### src/rtl/sync_debounce_edge.sv
// sync_debounce_edge
// Conditions a raw asynchronous input for the downstream sticky set flop.
// The input passes through a two-flop synchroniser. A new level is accepted
// only after STABLE_CNT consecutive qualified samples agree. The block drives
// a registered debounced level, one-cycle RISE/FALL pulses and a BUSY flag.
module sync_debounce_edge #(
   parameter int STABLE_CNT = 4,
   parameter int CW         = 3
) (
   input  logic CK,
   input  logic RST,
   input  logic DIN,
   input  logic EN,
   output logic LVL,
   output logic RISE,
   output logic FALL,
   output logic BUSY
);

   typedef enum logic [1:0] {
      IDLE_LO = 2'd0,
      CHK_HI  = 2'd1,
      IDLE_HI = 2'd2,
      CHK_LO  = 2'd3
   } state_t;

   // Last count value before acceptance. The counter never passes it.
   localparam logic [CW-1:0] LAST = CW'(STABLE_CNT - 1);

   logic          r_s1;
   logic          r_s2;
   state_t        r_state;
   logic [CW-1:0] r_cnt;
   logic          r_lvl;
   logic          r_rise;
   logic          r_fall;
   logic          r_busy;

   state_t        w_state_nxt;
   logic [CW-1:0] w_cnt_nxt;
   logic          w_lvl_nxt;
   logic          w_rise_nxt;
   logic          w_fall_nxt;

   // Two-flop synchroniser. It keeps running while EN is low, so it holds
   // fresh data when qualification resumes.
   always_ff @(posedge CK) begin
      if (RST) begin
         r_s1 <= 1'b0;
         r_s2 <= 1'b0;
      end else begin
         r_s1 <= DIN;
         r_s2 <= r_s1;
      end
   end

   // Next-state and output decode. While EN is low, everything holds and the
   // pulses stay 0. Any disagreeing sample during a check returns the FSM to
   // idle, so a partial count is never carried forward.
   always_comb begin
      w_state_nxt = r_state;
      w_cnt_nxt   = r_cnt;
      w_lvl_nxt   = r_lvl;
      w_rise_nxt  = 1'b0;
      w_fall_nxt  = 1'b0;
      if (EN) begin
         case (r_state)
            IDLE_LO: begin
               if (r_s2) begin
                  w_state_nxt = CHK_HI;
                  w_cnt_nxt   = CW'(1);
               end
            end
            CHK_HI: begin
               if (!r_s2) begin
                  w_state_nxt = IDLE_LO;
                  w_cnt_nxt   = '0;
               end else if (r_cnt == LAST) begin
                  w_state_nxt = IDLE_HI;
                  w_cnt_nxt   = '0;
                  w_lvl_nxt   = 1'b1;
                  w_rise_nxt  = 1'b1;
               end else begin
                  w_cnt_nxt   = r_cnt + CW'(1);
               end
            end
            IDLE_HI: begin
               if (!r_s2) begin
                  w_state_nxt = CHK_LO;
                  w_cnt_nxt   = CW'(1);
               end
            end
            CHK_LO: begin
               if (r_s2) begin
                  w_state_nxt = IDLE_HI;
                  w_cnt_nxt   = '0;
               end else if (r_cnt == LAST) begin
                  w_state_nxt = IDLE_LO;
                  w_cnt_nxt   = '0;
                  w_lvl_nxt   = 1'b0;
                  w_fall_nxt  = 1'b1;
               end else begin
                  w_cnt_nxt   = r_cnt + CW'(1);
               end
            end
            default: begin
               w_state_nxt = IDLE_LO;
               w_cnt_nxt   = '0;
            end
         endcase
      end
   end

   // State register and registered outputs. BUSY is decoded from the next
   // state so that it lines up with the state it describes.
   always_ff @(posedge CK) begin
      if (RST) begin
         r_state <= IDLE_LO;
         r_cnt   <= '0;
         r_lvl   <= 1'b0;
         r_rise  <= 1'b0;
         r_fall  <= 1'b0;
         r_busy  <= 1'b0;
      end else begin
         r_state <= w_state_nxt;
         r_cnt   <= w_cnt_nxt;
         r_lvl   <= w_lvl_nxt;
         r_rise  <= w_rise_nxt;
         r_fall  <= w_fall_nxt;
         r_busy  <= (w_state_nxt == CHK_HI) || (w_state_nxt == CHK_LO);
      end
   end

   assign LVL  = r_lvl;
   assign RISE = r_rise;
   assign FALL = r_fall;
   assign BUSY = r_busy;

endmodule

### config.mk
export PLATFORM = sky130hd
export DESIGN_NAME = sync_debounce_edge
export DESIGN_NICKNAME = d
export VERILOG_FILES = /design/src/rtl/sync_debounce_edge.sv
export SDC_FILE = /design/constraint.sdc
export NUM_CORES = 1
export LEC_CHECK = 0
export CAP_MARGIN = 20
export CORE_AREA = 2 2 39 41
export CTS_BUF_LIST = sky130_fd_sc_hd__clkbuf_4
export CTS_CLUSTER_SIZE = 24
export DETAILED_ROUTE_END_ITERATION = 7
export DIE_AREA = 0 0 41 43
export DONT_BUFFER_PORTS = 1
export PLACE_DENSITY = 0.49
export SLEW_MARGIN = 20
export SYNTH_ARGS = -nofsm -noshare
export SYNTH_HDL_FRONTEND = slang
export SYNTH_SLANG_ARGS = --single-unit
### constraint.sdc
create_clock -name CK -period 3 [get_ports CK]
set_clock_uncertainty 0.15 [all_clocks]
set_input_delay 0.75 -clock CK [delete_from_list [all_inputs] [get_ports CK]]
set_output_delay 0.75 -clock CK [all_outputs]
set_load 0.01 [all_outputs]
After elaboration in Yosys (flattened, before gate mapping):

Cells that the tools add are included.

* $add $sub $neg: 1
* eq/ne operators: 12
* mux-type cells: 20
* bitwise operators: 4
* reduce and logical (&&, ||, !) cells: 7

Operator list (count)
* 3-bit two-way mux: 5
* 2-bit two-way mux: 7
* 2-bit inequality test (second input constant): 6
* 3-bit case mux with 4 select lines: 1
* 2-bit case mux with 4 select lines: 1
* 4-bit OR reduction: 2
* 2-bit == test (second input constant): 3
* 6-bit AND reduction: 1
* 1-bit two-way mux: 5
* 2-bit by 1-bit == test with 1-bit output (second input constant): 2
* 1-bit NOT: 4
* 3-bit by 1-bit adder with 3-bit output (second input constant): 1
* 3-bit by 2-bit == test with 1-bit output (second input constant): 1
* 3-bit AND reduction: 1
* 2-bit zero test: 1
* 1-bit case mux with 2 select lines: 1
* 2-bit nonzero test: 1
* 1-bit logical OR: 1

* register bits: 11
* input bits: 4
* output and inout bits: 4
* logic and storage cells: 52

Logic depth before layout (Yosys ltp):

Gate-level depths: netlist of the first run.

* word-level depth: 7
* depth in mapped cells: 4
* gate-level depth less buffers: 4

Worst setup path after synthesis of the first run:

OpenSTA, ideal clock, no wires.

* kind: input port to flip-flop
* from: input port RST
* to: register r_cnt[1]
* library setup time: 0.060 ns
* arrival: 1.303 ns
* required time: 2.790 ns
* path slack: 1.487 ns
* stages on the path: 3
* buffers on the path: 1
* path through: buf_2 o41ai_1 a41o_1

RTL lines
* start, declared: line 11 `input logic RST,`
* end signal, assigned: line 126 `r_cnt <= w_cnt_nxt;`
* end, declared: line 33 `logic [CW-1:0] r_cnt;`

==> results by group, run 1 <==
Timing
  • Final max-slew violation count: 0
  • RSZ-0062 raised after global routing: false
  • Worst Max-Slew Pin Slew: 314 ps
  • Slew margin rel.: 79.1%
  • Hold Fails Final Rpt: 0
  • Final min period: 1650 ps
  • Final setup vio count: 0
  • Final worst-path cycle share: 54.9%
  • Setup tns final: 0 ps
  • Slack of the critical path: 1350 ps
  • Max Freq: 607 MHz

Layout
  • Multi-input logic area: 206 um2
  • Final Core Density: 33.5%
  • Synth-to-Final Area Change: 8.80%
  • Ant diodes: 0
  • Nets: 52
  • Commonest non-fill, non-tap cells in the layout: dfxtp_1, inv_1
  • Share of layout cells above drive strength 1: 11.1%
  • Most common cell after layout, fill and taps aside: dfxtp_1
  • Fillers: 143
  • Register area: 200 um2
  • Post-Layout Cell Count: 61

Placement
  • Dpl ws: 1480 ps
  • I/O Buffers: 0
  • Placed cells: 58
  • Routability cong.: 0.576

Logic synthesis
  • FF+latch count, synth: 10
  • Multiplexer share of the synthesized area: 2.35%
  • Ys Warns: 0
  • Syn nets: 48
  • Post-Synth Adder-Cell Area: 2.93%
  • Simple-gate area share of the yosys netlist: 26.1%
  • Synth unique cells: 22
  • Sequential share of the synthesized area: 46.9%
  • Post-synth top flop: dfxtp_1
  • Asr flop ratio synth: 0%
  • Cell Area, Synth: 427 um2
  • Largest family of logic cells by synthesized area: simple AND/OR/NAND/NOR gates
  • Post-Syn Instances: 43
  • Compound-gate portion of the synthesized area: 13.2%
  • EDFF count, synth: 0
  • Synth Area per Inst: 9.92 um2
  • Synth Area in XOR/XNOR: 3.81%

Worst setup path
  • Critical Path Fanout Max: 7
  • Worst EP required: 2100 ps
  • Kind of start point of the critical path: flip-flop
  • Worst endpoint data arrival time: 750 ps
  • Setup crit end kind: primary output
  • Kind of critical path: flip-flop to primary output

Floorplanning
  • IO Pins: 8
  • Die width: 41 um
  • Initial Util: 30.8%
  • Row cnt: 14
  • Die area: 0.00176 mm2
  • Die height: 43 um
  • Core area: 0.00138 mm2

Detailed routing
  • Antenna-violating nets left: 0
  • Via count: 314
  • WL/cell: 13.1 um
  • First drt pass iteration count: 2
  • Drt total wl: 802 um
  • DRC: 0
  • Starting DRT DRC Count: 1
  • Vias/cell: 5.15

Clock network
  • Clk Latency, worst-skew pair: 250 ps
  • Clock sinks: 10
  • H-tree Lvls: 1
  • Clock input transition at the sequential cells of the worst setup and hold paths: 60 ps
  • Clock root cell: clkbuf_4
  • Post_cts resized: 0
  • CTS max path bufs: 2
  • Hold buffers post-CTS: 0
  • CTS tree: yes
  • CTS Buf Count: 3
  • # Post-CTS Setup Buffers: 0

Pwr
  • Tot Pwr: 0.000231 W
  • Leakage power: 0.197 nW
  • Worst vdd ir: 0.187 mV
  • Power per standard cell area: 498 mW/mm2

GRT
  • Global Route Usage Sum: 10.8%
  • Largest net degree at the start of global routing: 12
  • First-pass GRT wire length: 1.24 mm
  • Grt ovf: 0
  • Initial antenna violation count: 0
  • Number of global-route vias before repair: 300

Outcome
  • Status: finished clean

Run
  • Total of max-cap violations: 0

Min path
  • HP Class: flip-flop to flip-flop
==> metal layers <==
metal	up-vias	wire length (um)	global-route usage, %
met2	6	395	16.9
met5	-	0	0
met1	147	356	11.5
met3	2	38	3.14
met4	0	11	8.00
li1	159	-	-
==> worst reg2reg max path, cell delays in order (launching register included) <==
cell and delay (ps):
dfxtp_1 360, ha_1 250, nand4b_2 210, nand3b_1 220, a31oi_1 160
==> power by group <==
group           total (W)  leakage [nW]  switching (W)  internal [W]
sequential       0.000140        0.0812     0.00000385      0.000136
clock           0.0000840        0.0138      0.0000381     0.0000459
combinational  0.00000692         0.102     0.00000343    0.00000349
total            0.000231         0.197      0.0000454      0.000186
==> synth_stat cells (2+ instances only) <==
library cell | instances | share of area, %
dfxtp_1 | 10 | 47
inv_1 | 4 | 3.5
a21oi_1 | 3 | 3.5
nand2_1 | 3 | 2.6
nand3b_1 | 3 | 5.3
nand2b_1 | 2 | 2.9
nand3_1 | 2 | 2.3
nor2b_1 | 2 | 2.9
==> final cells by class <==
type                       count  area share [%]
tap                           16            4.31
clock buffer                   3            4.85
multi-input combinational     28            44.5
sequential                    10            43.1
inverter                       4            3.23
==> final timing paths <==
check          to      start  slack, ps  cells past startpoint
max          BUSY  flip-flop       1350                      0
min reg2reg  r_s2       r_s1        300                      1
min          r_s2       r_s1        300                      1
max reg2reg   LVL   r_cnt[1]       1590                      4
==> metrics by stage <==
stage	instance area [um2]	hold slack, ps
after floorplan	427	264
after global placement	442	283
after CTS	464	298
after global routing	464	311
final	464	297
after detailed placement	442	276
==> cell families after synthesis <==
kind of cell               count (synthesis)
and+or+nand+nor                           17
DFF                                       10
AOI/OAI and AO/OA                          8
buffers and inverters                      5
xor gates and xnor gates                   1
muxes                                      1
adders and majority gates                  1
(Power assumes the default switching activity.)
==> run 2, diff against run 1 <==
==> constraint.sdc (replaced) <==
create_clock -name CK -period 1.55 [get_ports CK]
set_clock_uncertainty 0.15 [all_clocks]
set_input_delay 0.3875 -clock CK [delete_from_list [all_inputs] [get_ports CK]]
set_output_delay 0.3875 -clock CK [all_outputs]
set_load 0.01 [all_outputs]
==> run 2 against run 1 <==
Net effect: combinational power rose by 85%; largest power group unchanged; design area did not move; largest cell class unchanged; sequential cell count did not move; first-iteration DRC count rose to 5.0 times the previous value.
==> results by group, run 2 (synthesis results as in run 1) <==
Outcome
  • Status: finished clean

Worst setup path
  • Critical path buffer and inverter count: 0
  • Critical path's top delay family: simple AND/OR/NAND/NOR gates
  • CP max stage delay: 370 ps
  • Worst-path cell chain: ha_1 -> nand4b_2 -> nand3b_1 -> a31oi_1
  • Worst EP required: 1590 ps (-510 ps)
  • Crit-path slowest cell: dfxtp_1
  • Setup crit end kind: flip-flop
  • Critical Path Fanout Max: 5 (-2)
  • Kind of critical path: flip-flop to flip-flop
  • Worst endpoint data arrival time: 1430 ps (+680 ps)
  • Kind of start point of the critical path: flip-flop
  • CP startpoint: r_cnt[1]
  • Worst flop-to-flop path startpoint: r_cnt[1]

Pwr
  • Leakage power: 0.197 nW (unchanged)
  • Worst vdd ir: 0.579 mV (+210%)
  • Power per standard cell area: 987 mW/mm2 (+98%)

Min path
  • Hold Path Origin: RST
  • HP Class: input pin to flip-flop

Layout
  • Fillers: 144 (+0.70%)
  • Synth-to-Final Area Change: 8.80% (unchanged)
  • Share of layout cells above drive strength 1: 11.1% (unchanged)
  • Final Core Density: 33.5% (unchanged)
  • Post-Layout Cell Count: 61 (unchanged)
  • Commonest non-fill, non-tap cells in the layout: dfxtp_1, inv_1
  • Ant diodes: 0 (unchanged)
  • Multi-input logic area: 206 um2 (unchanged)
  • Nets: 52 (unchanged)
  • Register area: 200 um2 (unchanged)
  • Most common cell after layout, fill and taps aside: dfxtp_1

Clock network
  • Post_cts resized: 0 (unchanged)
  • Clock sinks: 10 (unchanged)
  • # Post-CTS Setup Buffers: 0 (unchanged)
  • H-tree Lvls: 1 (unchanged)
  • Hold buffers post-CTS: 0 (unchanged)
  • CTS Buf Count: 3 (unchanged)
  • Clock input transition at the sequential cells of the worst setup and hold paths: 70 ps (about the same)
  • CTS tree: yes
  • CTS max path bufs: 2 (unchanged)
  • Clock root cell: clkbuf_4
  • Clk Latency, worst-skew pair: 260 ps (about the same)

GRT
  • Number of global-route vias before repair: 283 (-5.7%)
  • Largest net degree at the start of global routing: 12 (unchanged)
  • Initial antenna violation count: 0 (unchanged)
  • Grt ovf: 0 (unchanged)
  • First-pass GRT wire length: 1.23 mm (-0.57%)
  • Global Route Usage Sum: 11.4% (+0.61 points)

Detailed routing
  • DRC: 0 (unchanged)
  • Via count: 318 (+1.3%)
  • Antenna-violating nets left: 0 (unchanged)
  • Starting DRT DRC Count: 5 (+4)
  • Drt total wl: 783 um (-2.4%)
  • Vias/cell: 5.21 (+1.3%)
  • First drt pass iteration count: 4 (+2)
  • WL/cell: 12.8 um (-2.4%)

Timing
  • Max Freq: 718 MHz
  • Worst Max-Slew Pin Slew: 349 ps (+35.7 ps)
  • Final worst-path cycle share: 89.8%
  • Final max-slew violation count: 0 (unchanged)
  • Setup tns final: 0 ps (unchanged)
  • Worst hold margin: 30.6 ps (-267 ps)
  • Final min period: 1390 ps
  • Slew margin rel.: 76.4% (-2.7 points)
  • RSZ-0062 raised after global routing: false
  • Hold Fails Final Rpt: 0 (unchanged)
  • Slack of the critical path: 158 ps (-1190 ps)
  • Final setup vio count: 0 (unchanged)

Floorplanning
  • Die height: 43 um (unchanged)
  • Initial Util: 30.8% (unchanged)
  • Die area: 0.00176 mm2 (unchanged)
  • Row cnt: 14 (unchanged)
  • Die width: 41 um (unchanged)
  • IO Pins: 8 (unchanged)
  • Core area: 0.00138 mm2 (unchanged)

Run
  • Total of max-cap violations: 0 (unchanged)

Placement
  • Dpl ws: 178 ps (-1300 ps)
  • Final HPWL DP: 556 um
  • Routability cong.: 0.668 (+16%)
  • Placed cells: 58 (unchanged)
  • I/O Buffers: 0 (unchanged)
-- run 2: cell counts in the layout (fill, tap and decap cells not counted) --
No cell type changed its count.
-- run 2: report_power, final --
part | leakage (nW) | total (W) | internal (W) | switching (W)
combinational | 0.102 | 0.0000128 | 0.00000682 | 0.00000596
clock | 0.0138 | 0.000175 | 0.0000895 | 0.0000852
sequential | 0.0812 | 0.000271 | 0.000263 | 0.00000723
-- run 2: worst register-to-register path: cells and delay by family (launching register included) --
family,cells,cell delay (ps)
AOI/OAI and AO/OA,1,160
adders and majority gates,1,240
and+or+nand+nor,2,410
DFF,1,370
-- run 2: area by class of cell --
type,count,share of cell area (%)
inverters,4,3.23
flip-flops and latches,10,43.1
clock buffers,3,4.85
multi-input cells,28,44.5
well taps,16,4.31
-- run 2: per-layer routing --
| layer | vias up | global-route usage [%] | routed length (um) |
|---|---|---|---|
| li1 | 158 | - | - |
| met1 | 146 | 11.8 | 329 |
| met2 | 10 | 15.6 | 381 |
| met3 | 4 | 9.42 | 57 |
| met4 | 0 | 6.00 | 15 |
| met5 | - | 0 | 0 |
-- run 2: path summary, 6_finish.rpt --
path / to / slack, ps / cells after the start
worst max-delay path: LVL / 160 / 4
worst max register to register: LVL / 160 / 4
worst min register to register: r_s2 / 280 / 1
worst min-delay path: flip-flop / 30 / 1
-- run 2: through the flow --
stage	cell area, um2	power (W)
after global routing	464	0.000488
after detailed placement	442	0.000289
after floorplan	427	0.000290
final	464	0.000458
after global placement	442	0.000289
after CTS	464	0.000465
==> run 3, diff against run 2 <==
--- a/config.mk
+++ b/config.mk
@@ -13,6 +13,7 @@
 export DIE_AREA = 0 0 41 43
 export DONT_BUFFER_PORTS = 1
 export PLACE_DENSITY = 0.49
+export SETUP_SLACK_MARGIN = 0.2
 export SLEW_MARGIN = 20
 export SYNTH_ARGS = -nofsm -noshare
 export SYNTH_HDL_FRONTEND = slang
==> run 3 against run 2 <==
Net effect: first-iteration DRC count down 40%; non-clock buffer count up 1; register-to-register slack better by 90 ps; combinational power up 16%; final cell count up 1.6%; critical path type unchanged; total power up 0.55%; via count unchanged; highest routed layer unchanged; die area unchanged.
==> results by group, run 3 (synthesis results as in run 1) <==
Outcome
  • Status: finished clean

Floorplanning
  • IO Pins: 8 (unchanged)
  • Die area: 0.00176 mm2 (unchanged)
  • Row cnt: 14 (unchanged)
  • Initial Util: 30.8% (unchanged)
  • Core area: 0.00138 mm2 (unchanged)
  • Die width: 41 um (unchanged)
  • Die height: 43 um (unchanged)

Clock network
  • Clock sinks: 10 (unchanged)
  • H-tree Lvls: 1 (unchanged)
  • CTS tree: yes
  • CTS Buf Count: 3 (unchanged)
  • Clock input transition at the sequential cells of the worst setup and hold paths: 70 ps (about the same)
  • Clock root cell: clkbuf_4
  • CTS max path bufs: 2 (unchanged)
  • Clk Latency, worst-skew pair: 260 ps (about the same)

Pwr
  • Leakage power: 0.222 nW (+12%)
  • Seq pwr share: 59.0% (about the same)
  • Power per standard cell area: 930 mW/mm2 (-5.8%)
  • Int Power: 0.000362 W (+0.53%)
  • Logic gate share of total power: 3.2% (+0.4 points)
  • Clock network power share: 37.8% (-0.3 points)
  • Switch share: 21.5% (about the same)
  • Psw: 0.0000990 W (+0.60%)
  • Worst vdd ir: 0.577 mV (-0.41%)

Min path
  • Hold Path Origin: RST
  • HP Class: input pin to flip-flop
  • Hold depth: 1 (unchanged)

Worst setup path
  • Worst-case reg-to-reg path depth: 3 (-1)
  • Kind of critical path: flip-flop to flip-flop
  • Critical Path Fanout Max: 6 (+1)
  • R2R Path End: r_cnt[1]
  • Worst endpoint data arrival time: 1310 ps (-120 ps)
  • Kind of start point of the critical path: flip-flop
  • Worst EP required: 1560 ps (-30 ps)
  • Worst flop-to-flop path startpoint: r_s2
  • Setup slack, reg-to-reg: 250 ps (+90 ps)
  • Setup crit end kind: flip-flop

GRT
  • Number of global-route vias before repair: 294 (+3.9%)
  • Largest net degree at the start of global routing: 12 (unchanged)
  • First-pass GRT wire length: 1.26 mm (+2.8%)
  • Grt ovf: 0 (unchanged)
  • Global Route Usage Sum: 11.7% (+0.30 points)
  • Initial antenna violation count: 0 (unchanged)

Detailed routing
  • Antenna-violating nets left: 0 (unchanged)
  • Starting DRT DRC Count: 3 (-2)
  • Vias/cell: 5.13 (-1.6%)
  • DRC: 0 (unchanged)
  • First drt pass iteration count: 2 (-2)
  • WL/cell: 13.4 um (+4.2%)
  • Via count: 318 (unchanged)
  • Drt total wl: 829 um (+5.9%)

Placement
  • I/O Buffers: 0 (unchanged)
  • Final HPWL DP: 556 um (unchanged)
  • Placed cells: 58 (unchanged)
  • Routability cong.: 0.668 (unchanged)

Timing
  • Slew margin rel.: 78.8% (+2.4 points)
  • RSZ-0062 raised after global routing: true
  • Final max-slew violation count: 0 (unchanged)
  • Hold Fails Final Rpt: 0 (unchanged)
  • Worst Max-Slew Pin Slew: 314 ps (-34.9 ps)
  • Setup tns final: 0 ps (unchanged)
  • Final min period: 1300 ps (-91.8 ps)
  • Final setup vio count: 0 (unchanged)
  • Final worst-path cycle share: 83.9% (-5.9 points)
  • Max Freq: 769 MHz (+7.1%)

Layout
  • Register area: 203 um2 (+1.2%)
  • Multi-input logic area: 228 um2 (+10%)
  • Share of layout cells above drive strength 1: 19.6% (+8.5 points)
  • Commonest non-fill, non-tap cells in the layout: dfxtp_1, inv_1
  • Synth-to-Final Area Change: 16.1%
  • Ant diodes: 0 (unchanged)
  • Final Core Density: 35.8% (+2.3 points)
  • Post-Layout Cell Count: 62 (+1.6%)
  • Nets: 53 (+1.9%)
  • Most common cell after layout, fill and taps aside: dfxtp_1
  • Fillers: 144 (unchanged)

Run
  • Total of max-cap violations: 0 (unchanged)
-- run 3: cell types whose count changed in the layout (fill, tap and decap cells not counted) --
cell,before,now
buf_4,0,1
ha_4,0,1
dfxtp_1,10,8
nand4b_2,1,0
dfxtp_2,0,2
nand4b_4,0,1
ha_1,1,0
-- run 3: worst max-delay path by stage --
stage,start,to,slack [ps],depth (start not counted)
after floorplan,r_cnt[0],LVL,320,4
after global placement,r_cnt[1],LVL,250,4
after detailed placement,r_cnt[1],LVL,180,4
after CTS,flip-flop,BUSY,210,0
after global routing,r_s2,r_cnt[1],180,3
final,r_s2,r_cnt[1],250,3
-- run 3: per-layer routing --
metal | share of wire, % | track usage (%) | wire length (um) | up-vias
met3 | 7.8 | 9.95 | 65 | 2
met5 | 0 | 0 | 0 | -
li1 | - | - | - | 160
met2 | 52 | 17.2 | 430 | 9
met1 | 39 | 10.9 | 321 | 147
met4 | 1.3 | 6.00 | 11 | 0
-- run 3: final cells by class --
| type | count | area share (%) |
|---|---|---|
| repair buffers | 1 | 1.52 |
| inverters | 4 | 3.03 |
| flip-flops and latches | 10 | 40.9 |
| clock buffers | 3 | 4.55 |
| multi-input cells | 28 | 46.0 |
| well taps | 16 | 4.04 |
-- run 3: timing repair --
action	in CTS	in global routing
hold buffers	0	0
setup endpoints to repair	2	4
buffers inserted	0	1
pin swaps	0	1
cloned	0	0
resized for setup	2	3
-- run 3: power groups by stage --
stage / Clock [W] / Sequential, W / Combinational (W)
floorplan: 0 / 0.000275 / 0.0000147
global placement: 0 / 0.000276 / 0.0000125
detailed placement: 0 / 0.000277 / 0.0000126
CTS: 0.000182 / 0.000271 / 0.0000128
global route: 0.000202 / 0.000273 / 0.0000164
finish: 0.000174 / 0.000272 / 0.0000149
-- run 3: critical path, cell delays in order (launching register included) --
cell and delay, ps:
dfxtp_1 460, xor2_2 270, o41ai_1 110, a41o_1 200
-- run 3: metrics by stage --
stage	instance area (um2)	setup slack, ps	hold slack (ps)	total power, W
final	495	250	24.5	0.000461
after global routing	495	184	2.98	0.000491
after CTS	475	209	25.7	0.000466
after detailed placement	442	178	278	0.000289
after global placement	442	249	283	0.000289
after floorplan	427	317	264	0.000290
